[config.mk]
export PLATFORM = sky130hd
export DESIGN_NAME = byte_data_memory
export DESIGN_NICKNAME = d
export VERILOG_FILES = /design/src/rtl/dmem_pkg.sv /design/src/rtl/dmem_lane_align.sv /design/src/rtl/byte_data_memory.sv
export SDC_FILE = /design/constraint.sdc
export NUM_CORES = 2
export LEC_CHECK = 0
export CELL_PAD_IN_SITES_DETAIL_PLACEMENT = 1
export CELL_PAD_IN_SITES_GLOBAL_PLACEMENT = 2
export CORE_ASPECT_RATIO = 0.7
export CORE_MARGIN = 3
export CORE_UTILIZATION = 30
export CTS_BUF_LIST = sky130_fd_sc_hd__clkbuf_4
export CTS_CLUSTER_SIZE = 25
export DETAILED_ROUTE_END_ITERATION = 10
export PLACE_DENSITY_LB_ADDON = 0.1
export SYNTH_ARGS = -nofsm -noshare
export SYNTH_HDL_FRONTEND = slang
export SYNTH_SLANG_ARGS = --single-unit
export TNS_END_PERCENT = 30
[constraint.sdc]
create_clock -name clk -period 13.7 [get_ports clk]
set_input_delay 2.74 -clock clk [delete_from_list [all_inputs] [get_ports clk]]
set_output_delay 2.74 -clock clk [all_outputs]
set_load 0.02 [all_outputs]
[src/rtl/dmem_pkg.sv]
// Shared definitions for the byte-addressable data memory.
//   F3_*         : RISC-V funct3 access-size/sign encodings
//   dmem_state_t : controller states (CLEAR = post-reset zero sweep, READY = serving requests)
package dmem_pkg;

  localparam logic [2:0] F3_B  = 3'b000;
  localparam logic [2:0] F3_H  = 3'b001;
  localparam logic [2:0] F3_W  = 3'b010;
  localparam logic [2:0] F3_BU = 3'b100;
  localparam logic [2:0] F3_HU = 3'b101;

  typedef enum logic {
    CLEAR,
    READY
  } dmem_state_t;

endpackage

[src/rtl/dmem_lane_align.sv]
// Combinational lane handling for byte/halfword/word accesses.
// Ports:
//   we          : 1 = store, 0 = load
//   funct3      : RISC-V size/sign code
//   addr_lo     : byte offset within the word (addr[1:0])
//   wdata       : right-aligned store data
//   rword       : current contents of the addressed word
//   be          : byte enables for a store
//   wdata_lane  : store data replicated into its byte lanes
//   rdata_ext   : load result shifted to bit 0 and extended
//   misaligned  : halfword/word access not on its natural boundary
//   illegal     : funct3 not valid for this direction
module dmem_lane_align
  import dmem_pkg::*;
(
  input  logic        we,
  input  logic [2:0]  funct3,
  input  logic [1:0]  addr_lo,
  input  logic [31:0] wdata,
  input  logic [31:0] rword,
  output logic [3:0]  be,
  output logic [31:0] wdata_lane,
  output logic [31:0] rdata_ext,
  output logic        misaligned,
  output logic        illegal
);

  logic [7:0]  rbyte;
  logic [15:0] rhalf;

  assign rbyte = rword[{addr_lo, 3'b000} +: 8];
  assign rhalf = rword[{addr_lo[1], 4'b0000} +: 16];

  always_comb begin
    be         = '0;
    wdata_lane = '0;
    rdata_ext  = '0;
    misaligned = 1'b0;
    illegal    = 1'b0;
    case (funct3)
      F3_B: begin
        be         = 4'b0001 << addr_lo;
        wdata_lane = {4{wdata[7:0]}};
        rdata_ext  = {{24{rbyte[7]}}, rbyte};
      end
      F3_H: begin
        misaligned = addr_lo[0];
        be         = addr_lo[1] ? 4'b1100 : 4'b0011;
        wdata_lane = {2{wdata[15:0]}};
        rdata_ext  = {{16{rhalf[15]}}, rhalf};
      end
      F3_W: begin
        misaligned = |addr_lo;
        be         = '1;
        wdata_lane = wdata;
        rdata_ext  = rword;
      end
      // Unsigned sizes exist only for loads.
      F3_BU: begin
        illegal   = we;
        rdata_ext = {24'h000000, rbyte};
      end
      F3_HU: begin
        illegal    = we;
        misaligned = addr_lo[0];
        rdata_ext  = {16'h0000, rhalf};
      end
      default: illegal = 1'b1;
    endcase
  end

endmodule

[src/rtl/byte_data_memory.sv]
// Byte-addressable data memory with RISC-V load/store semantics and an
// optional zero sweep after reset.
// Ports:
//   clk, reset               : clock, synchronous active-high reset
//   req_valid / req_ready    : request handshake (ready only in READY)
//   req_we, req_funct3       : store/load and access size/sign
//   req_addr, req_wdata      : byte address, right-aligned store data
//   rsp_valid, rsp_rdata     : one-cycle response pulse and load result
//   rsp_err                  : request rejected (range, alignment, funct3)
//   clear_busy               : zero sweep in progress
module byte_data_memory
  import dmem_pkg::*;
#(
  parameter int unsigned DEPTH          = 64,
  parameter bit          CLEAR_ON_RESET = 1'b1
) (
  input  logic        clk,
  input  logic        reset,
  input  logic        req_valid,
  output logic        req_ready,
  input  logic        req_we,
  input  logic [2:0]  req_funct3,
  input  logic [31:0] req_addr,
  input  logic [31:0] req_wdata,
  output logic        rsp_valid,
  output logic [31:0] rsp_rdata,
  output logic        rsp_err,
  output logic        clear_busy
);

  localparam int unsigned AW = $clog2(DEPTH);

  logic [31:0]   mem [DEPTH];
  dmem_state_t   state, state_nxt;
  logic [AW-1:0] sweep_cnt;
  logic [AW-1:0] idx;
  logic          out_of_range;
  logic [31:0]   rword;
  logic [3:0]    be;
  logic [31:0]   wdata_lane;
  logic [31:0]   rdata_ext;
  logic          misaligned;
  logic          illegal;
  logic          accept;
  logic          err;

  assign idx          = req_addr[2 +: AW];
  assign out_of_range = |req_addr[31:2+AW];
  assign rword        = mem[idx];

  dmem_lane_align u_align (
    .we         (req_we),
    .funct3     (req_funct3),
    .addr_lo    (req_addr[1:0]),
    .wdata      (req_wdata),
    .rword      (rword),
    .be         (be),
    .wdata_lane (wdata_lane),
    .rdata_ext  (rdata_ext),
    .misaligned (misaligned),
    .illegal    (illegal)
  );

  assign req_ready  = (state == READY);
  assign clear_busy = (state == CLEAR);
  assign accept     = req_valid && req_ready;
  assign err        = out_of_range || misaligned || illegal;

  always_comb begin
    state_nxt = state;
    if (state == CLEAR && sweep_cnt == AW'(DEPTH - 1)) begin
      state_nxt = READY;
    end
  end

  always_ff @(posedge clk) begin
    if (reset) begin
      state     <= CLEAR_ON_RESET ? CLEAR : READY;
      sweep_cnt <= '0;
      rsp_valid <= 1'b0;
      rsp_err   <= 1'b0;
      rsp_rdata <= '0;
    end else begin
      state     <= state_nxt;
      if (state == CLEAR) begin
        sweep_cnt <= sweep_cnt + 1'b1;
      end
      rsp_valid <= accept;
      rsp_err   <= accept && err;
      rsp_rdata <= (accept && !req_we && !err) ? rdata_ext : '0;
    end
  end

  // Memory has no reset of its own; only the sweep zeroes it. Writes are
  // held off while reset is asserted so a restarted sweep begins cleanly.
  always_ff @(posedge clk) begin
    if (!reset) begin
      if (state == CLEAR) begin
        mem[sweep_cnt] <= '0;
      end else if (accept && req_we && !err) begin
        for (int unsigned i = 0; i < 4; i++) begin
          if (be[i]) begin
            mem[idx][8*i +: 8] <= wdata_lane[8*i +: 8];
          end
        end
      end
    end
  end

endmodule

# Word level (Yosys, flattened, before mapping)
# Memory sizes are Yosys's and may differ from the RTL's.
# Index checks and enable logic that the tools add are counted.
[word_totals]
regBits = 41
ramBits = 2048
output_inout_bits = 36
n_memories = 1
[memory_table]
columns = ["memory", "depth", "width", "rd", "rd_ports_with_merged_regs", "write_ports", "line_no", "rtl"]
rows = [
  ["mem", 64, 32, 1, 0, 1, "byte_data_memory.sv:33", "logic [31:0] mem [DEPTH];"],
]
[classes]
add_sub_neg = 1
n_eq_ne = 5
n_shift = 3
muxes = 32
bitwise = 2
n_reduce_logical = 19
[ops]
columns = ["op", "count"]
rows = [
  ["one-hot mux 32 bit (5 select lines)", 1],
  ["one-hot mux 32 bit (3 select lines)", 1],
  ["two-way mux 32 bit", 1],
  ["OR reduction 32 bit", 1],
  ["variable part select 32 x 6 -> 16 bit", 1],
  ["variable part select 32 x 6 -> 8 bit", 1],
  ["OR reduction 24 bit", 1],
  ["two-way mux 1 bit", 23],
  ["one-hot mux 4 bit (3 select lines)", 1],
  ["two-way mux 4 bit", 2],
  ["OR reduction 2 bit", 4],
  ["logical AND 1 bit", 7],
  ["adder 6 x 1 -> 6 bit (second input constant)", 1],
  ["== test 3 bit (second input constant)", 2],
  ["== test 6 bit (second input constant)", 1],
  ["two-way mux 6 bit", 1],
  ["one-hot mux 1 bit (2 select lines)", 2],
  ["<< shifter 1 x 2 -> 4 bit (first input constant)", 1],
  ["== test 3 x 1 -> 1 bit (second input constant)", 1],
  ["== test 3 x 2 -> 1 bit (second input constant)", 1],
  ["zero test 3 bit", 1],
  ["OR reduction 3 bit", 1],
  ["zero test 1 bit", 2],
  ["logical OR 1 bit", 2],
  ["NOT 1 bit", 2],
]

# Logic depth before layout (Yosys ltp)
[depth]
ltp_word = 13
depth_mapped = 16
depth_no_buf = 8

# By module
# From an unflattened synthesis, not the netlist that was laid out.
[unflattened]
hier_cells = 3996
hier_area_um2 = 81598.3
[by_module_without_submodules]
columns = ["mod", "instances", "cells_each", "area_each_um2", "seq_area_each_um2"]
rows = [
  ["byte_data_memory", 1, 3758, 80155.6, 62319.8],
  ["dmem_lane_align", 1, 238, 1442.6, 0.0],
]

# Worst setup path before layout
# OpenSTA, ideal clock, no wires.
[synth_timing]
path_type = "input -> register"
start = "in req_funct3[1]"
end = "mem mem[0][29] (data pin)"
setup_time_ns = 0.548
arrival_ns = 6.150
setup_slack_ns = 7.002
cell_stages = 9
n_path_buf = 3
path_cell_list = "clkbuf_1 nand2b_1 o32ai_1 nor4_1 nor2b_1 nand3_1 clkbuf_1 buf_1 a21oi_1"
[synth_via]
elab_chain_len = 13
elab_cells_between_ends = 38
[synth_rtl]
columns = ["element", "line_no", "rtl"]
rows = [
  ["start, declared", "byte_data_memory.sv:22", "input logic [2:0] req_funct3,"],
  ["== test 3 x 1 -> 1 bit or == test 3 bit (tied branches)", "dmem_lane_align.sv:40", "case (funct3)"],
  ["OR reduction 2 bit (no source line)", "n/a", ""],
  ["one-hot mux 1 bit (2 select lines)", "dmem_lane_align.sv:40", ""],
  ["logical OR 1 bit (2 in series)", "byte_data_memory.sv:67", "assign err = out_of_range || misaligned || illegal;"],
  ["zero test 1 bit", "byte_data_memory.sv:100", "end else if (accept && req_we && !err) begin"],
  ["logical AND 1 bit", "byte_data_memory.sv:100", ""],
  ["two-way mux 1 bit", "byte_data_memory.sv:100", ""],
  ["two-way mux 1 bit", "byte_data_memory.sv:98", "if (state == CLEAR) begin"],
  ["two-way mux 1 bit", "byte_data_memory.sv:97", "if (!reset) begin"],
  ["two-way mux 1 bit (not written as such)", "byte_data_memory.sv:103", "mem[idx][8*i +: 8] <= wdata_lane[8*i +: 8];"],
  ["OR reduction 32 bit (no source line)", "n/a", ""],
  ["two-way mux 32 bit (no source line) (*)", "n/a", ""],
  ["end, declared", "byte_data_memory.sv:33", ""],
]
# Every way passes the cells marked *; elsewhere a longest branch is shown, timed or not.

# Final worst setup path
[layout_timing]
start = "in req_funct3[2]"
end = "mem mem[30][4], enable pin"
[layout_via]
elab_chain_len = 13
elab_cells_between_ends = 38
[layout_rtl]
columns = ["element", "line_no"]
rows = [
  ["== test 3 x 1 -> 1 bit or == test 3 bit (tied branches)", "dmem_lane_align.sv:40"],
  ["OR reduction 2 bit (no source line)", "n/a"],
  ["one-hot mux 1 bit (2 select lines)", "dmem_lane_align.sv:40"],
  ["logical OR 1 bit (2 in series)", "byte_data_memory.sv:67"],
  ["zero test 1 bit", "byte_data_memory.sv:100"],
  ["logical AND 1 bit", "byte_data_memory.sv:100"],
  ["two-way mux 1 bit", "byte_data_memory.sv:100"],
  ["two-way mux 1 bit", "byte_data_memory.sv:98"],
  ["two-way mux 1 bit", "byte_data_memory.sv:97"],
  ["two-way mux 1 bit (not written as such)", "byte_data_memory.sv:103"],
  ["OR reduction 32 bit (no source line)", "n/a"],
  ["two-way mux 6 bit (no source line) or two-way mux 4 bit (tied branches)", "n/a"],
]
# Several ways; a longest one is shown, not always the timed one.

==> out/metrics.cfg <==
[run_status]
status=finished clean

[pwr]
power.combinational.fraction_pct=4.9
clock_power_share_pct=42.5
power_leakage_nw=27.10
power.net_switching_mw=3.176
report.power.total_mw=13.19
power-per-cell-area_nw_per_um2=138.9
switching_share_of_power_pct=24.07
vdd_drop_max_mv=0.06991
power_frac_seq_pct=52.6
cellInternalPower_mw=10.02

[synthesis]
asyncSetResetFlopFracSynth_pct=0
top_reg_cell_synth=edfxtp_1
synth.distinct_cells=82
synth.cell_area_sq_um=82230
most_common_cell_in_the_synthesized_netlist=edfxtp_1
netlist_top_cells_count=edfxtp_1 (2048), mux4_2 (455), nor2_1 (335)
synth_top_area_share_pct=74.79
syn-instance-count=4072
synth_area_leaders=edfxtp_1 (75%), mux4_2 (12%), mux2i_1 (1.9%)
ys_seq_area_share_pct=75.79
syn_nets=4144
synth-seq-cells=2089
synth-edff-count=2048
ys_warn_count=0
synth.largest_area_cell=edfxtp_1
synth.avg_cell_area_sq_um=20.19

[placed_design]
dpl_cell_area_sq_um=88130
io_buffer_count=106
post-dp-hpwl_um=199700
pre_cts_slack_ps=4360
placed_cells=7733
finalWeightedCongestion=0.8049

[flow_run]
maxCapViolations=0

[timing]
slew_headroom_pct=1.479
final_critical_path_setup_slack_ps=5757
fin_tns_setup_ps=0
clock-skew-final_ps=84.60
worst_slew_pin_slew_ps=1478
finalCritPeriodShare_pct=57.97
rsz0062_at_grt=no
fin_worst_hold_slack_ps=650.9
timing.final.setup_violations=0
drv_slew=0
report.final.hold_viol_count=0
highest_clock_frequency_the_design_can_meet_mhz=125.9
period_needed_ps=7943

[cts]
clockBufferDepth=4
cts_buffers=553
worstSkewPairLatency_ps=1310
ctsResizeCount=0
clock_sink_count=2089
cts_htree_levels=6
cts-root-buf=clkbuf_4
cts_tree=done
path_clk_slew_ps=60
cts_hold_buf=0
postCtsSetupBuffers=0

[setup_path]
ff2ff_path_depth=9
cp_slowest_stage_delay_ps=930
cp_num_cells=12
r2r_end=mem[30][4]
crit_path_start_kind=primary input
worstSetupStartpoint=req_funct3[2]
reg2reg_from=req_ready
worst-r2r-setup-slack_ps=7850
critical-path-top-delay-family=compound AO/OA/AOI/OAI gates
path_buf_inv=4
worstSetupPathType=in -> reg
critical_path.most_common_cell=buf_4
end_point_of_the_critical_path=mem[30][4]
cp.required_ps=14600
cp_cell_sequence=clkdlybuf4s50_1 -> o21ai_0 -> buf_4 -> nand3_1 -> nor4_2 -> buf_4 -> nor2b_1 -> nand3_4 -> buf_4 -> a21oi_2 -> a21oi_1 -> nor2_1
cp.arrival_ps=8840
timing.critical_path.fanout_max=20
critPathCaptureType=flop
critPathSlowestCell=a21oi_2

[global_routing]
grt_start_max_net_pins=87
grt_use_total_pct=22.47
number_of_global_route_vias_before_repair=46690
grt_pass1_wl_um=429100
global_route.overflow_total=0
initial_antenna_violation_count=41

[floorplanning]
die_area_sq_um=280500
chipHeight_um=444.0
core-area_sq_um=272100
pin_count=107
starting_density_of_the_core_pct=30.22
std_cell_rows=160
die-width_um=631.8

[drt]
detailedRoute.firstIterationViolations=6076
drt-wirelength-per-cell_um=36.84
drc=0
avgViaCountPerCell=5.309
detail_route.first_pass.iterations=7
wl_um=319300
ant_nets=0
routed_via_count=46010

[min_path]
worstHoldPathType=reg -> reg

[cells_and_area]
final_nets=4715
drive_gt1_share_pct=31.36
fin_area_sq_um=95000
fin_util_pct=34.92
post_layout_nonfiller_instances=8666
syn2layout_area_growth_pct=15.53

## final cells by class
class                           instances  area, sq um
Antenna cell                           11        27.53
Clock inverter                        131        899.6
Timing Repair Buffer                  260         2290
Tap cell                             3645         4561
Sequential cell                      2089        62320
Multi-Input combinational cell       1726        18910
Inverter                               13        55.05
Fill cell                           27000       177100
Clock buffer                          791         5938
## layout by cell type (no fill, tap or decap), types with 16 or more instances in the layout
cell type / n
o21ai_0: 42
mux4_1: 29
a22oi_1: 55
nand2_1: 155
o221ai_1: 24
mux2i_1: 152
a21oi_1: 78
clkdlybuf4s50_1: 99
clkinv_1: 86
nor2_1: 313
nor3_1: 22
a21oi_4: 18
a31oi_1: 16
nand3_1: 30
dfxtp_1: 41
o22ai_1: 59
clkbuf_4: 791
buf_4: 149
mux4_2: 455
edfxtp_1: 2048
## worst min path at each step
stage | slack (ps) | end | start | cells past startpoint
2_1_floorplan | 550 | sweep_cnt[4] | sweep_cnt[4] | 2
3_3_place_gp | 630 | sweep_cnt[5] | sweep_cnt[5] | 2
3_5_place_dp | 640 | sweep_cnt[5] | sweep_cnt[5] | 2
4_1_cts | 660 | sweep_cnt[5] | sweep_cnt[5] | 2
5_1_grt | 680 | sweep_cnt[5] | sweep_cnt[5] | 2
6_report | 650 | sweep_cnt[5] | sweep_cnt[5] | 2
## worst min-delay path, stage by stage, from the launching register on
cell     delay [ps]
dfxtp_1         390
xnor2_1         180
nor2_1           30
## registers in the layout, indices dropped and copies added (netlist names)
name and count:
rsp_valid 1, mem 2048, rsp_err 1, sweep_cnt 6, req_ready 1, rsp_rdata 32
## power groups by stage
stage	combinational, mW	clock [mW]	sequential (mW)
finish	0.652	5.61	6.94
global route	0.669	6.13	6.93
CTS	0.660	5.78	6.94
detailed placement	0.658	0	7.07
global placement	0.659	0	7.08
floorplan	0.317	0	7.07
## cell families after synthesis
| kind of cell | after synthesis | synth area share [%] |
|---|---|---|
| AO/OA/AOI/OAI | 402 | 3.310 |
| XOR/XNOR | 4 | 0.04261 |
| adder cells (fa/ha/maj) | 1 | 0.01521 |
| buffers and inverters | 257 | 1.870 |
| flip-flops | 2089 | 75.79 |
| multiplexers | 646 | 15.38 |
| AND/OR/NAND/NOR | 673 | 3.599 |
## per-layer routing
metal  part of all wire [%]  track usage, %
met4                    2.0           5.267
met2                     43           31.98
met3                    7.1           4.722
met1                     48           34.82
met5                  0.029               0
Note: power is estimated with default switching activity, not from simulation.
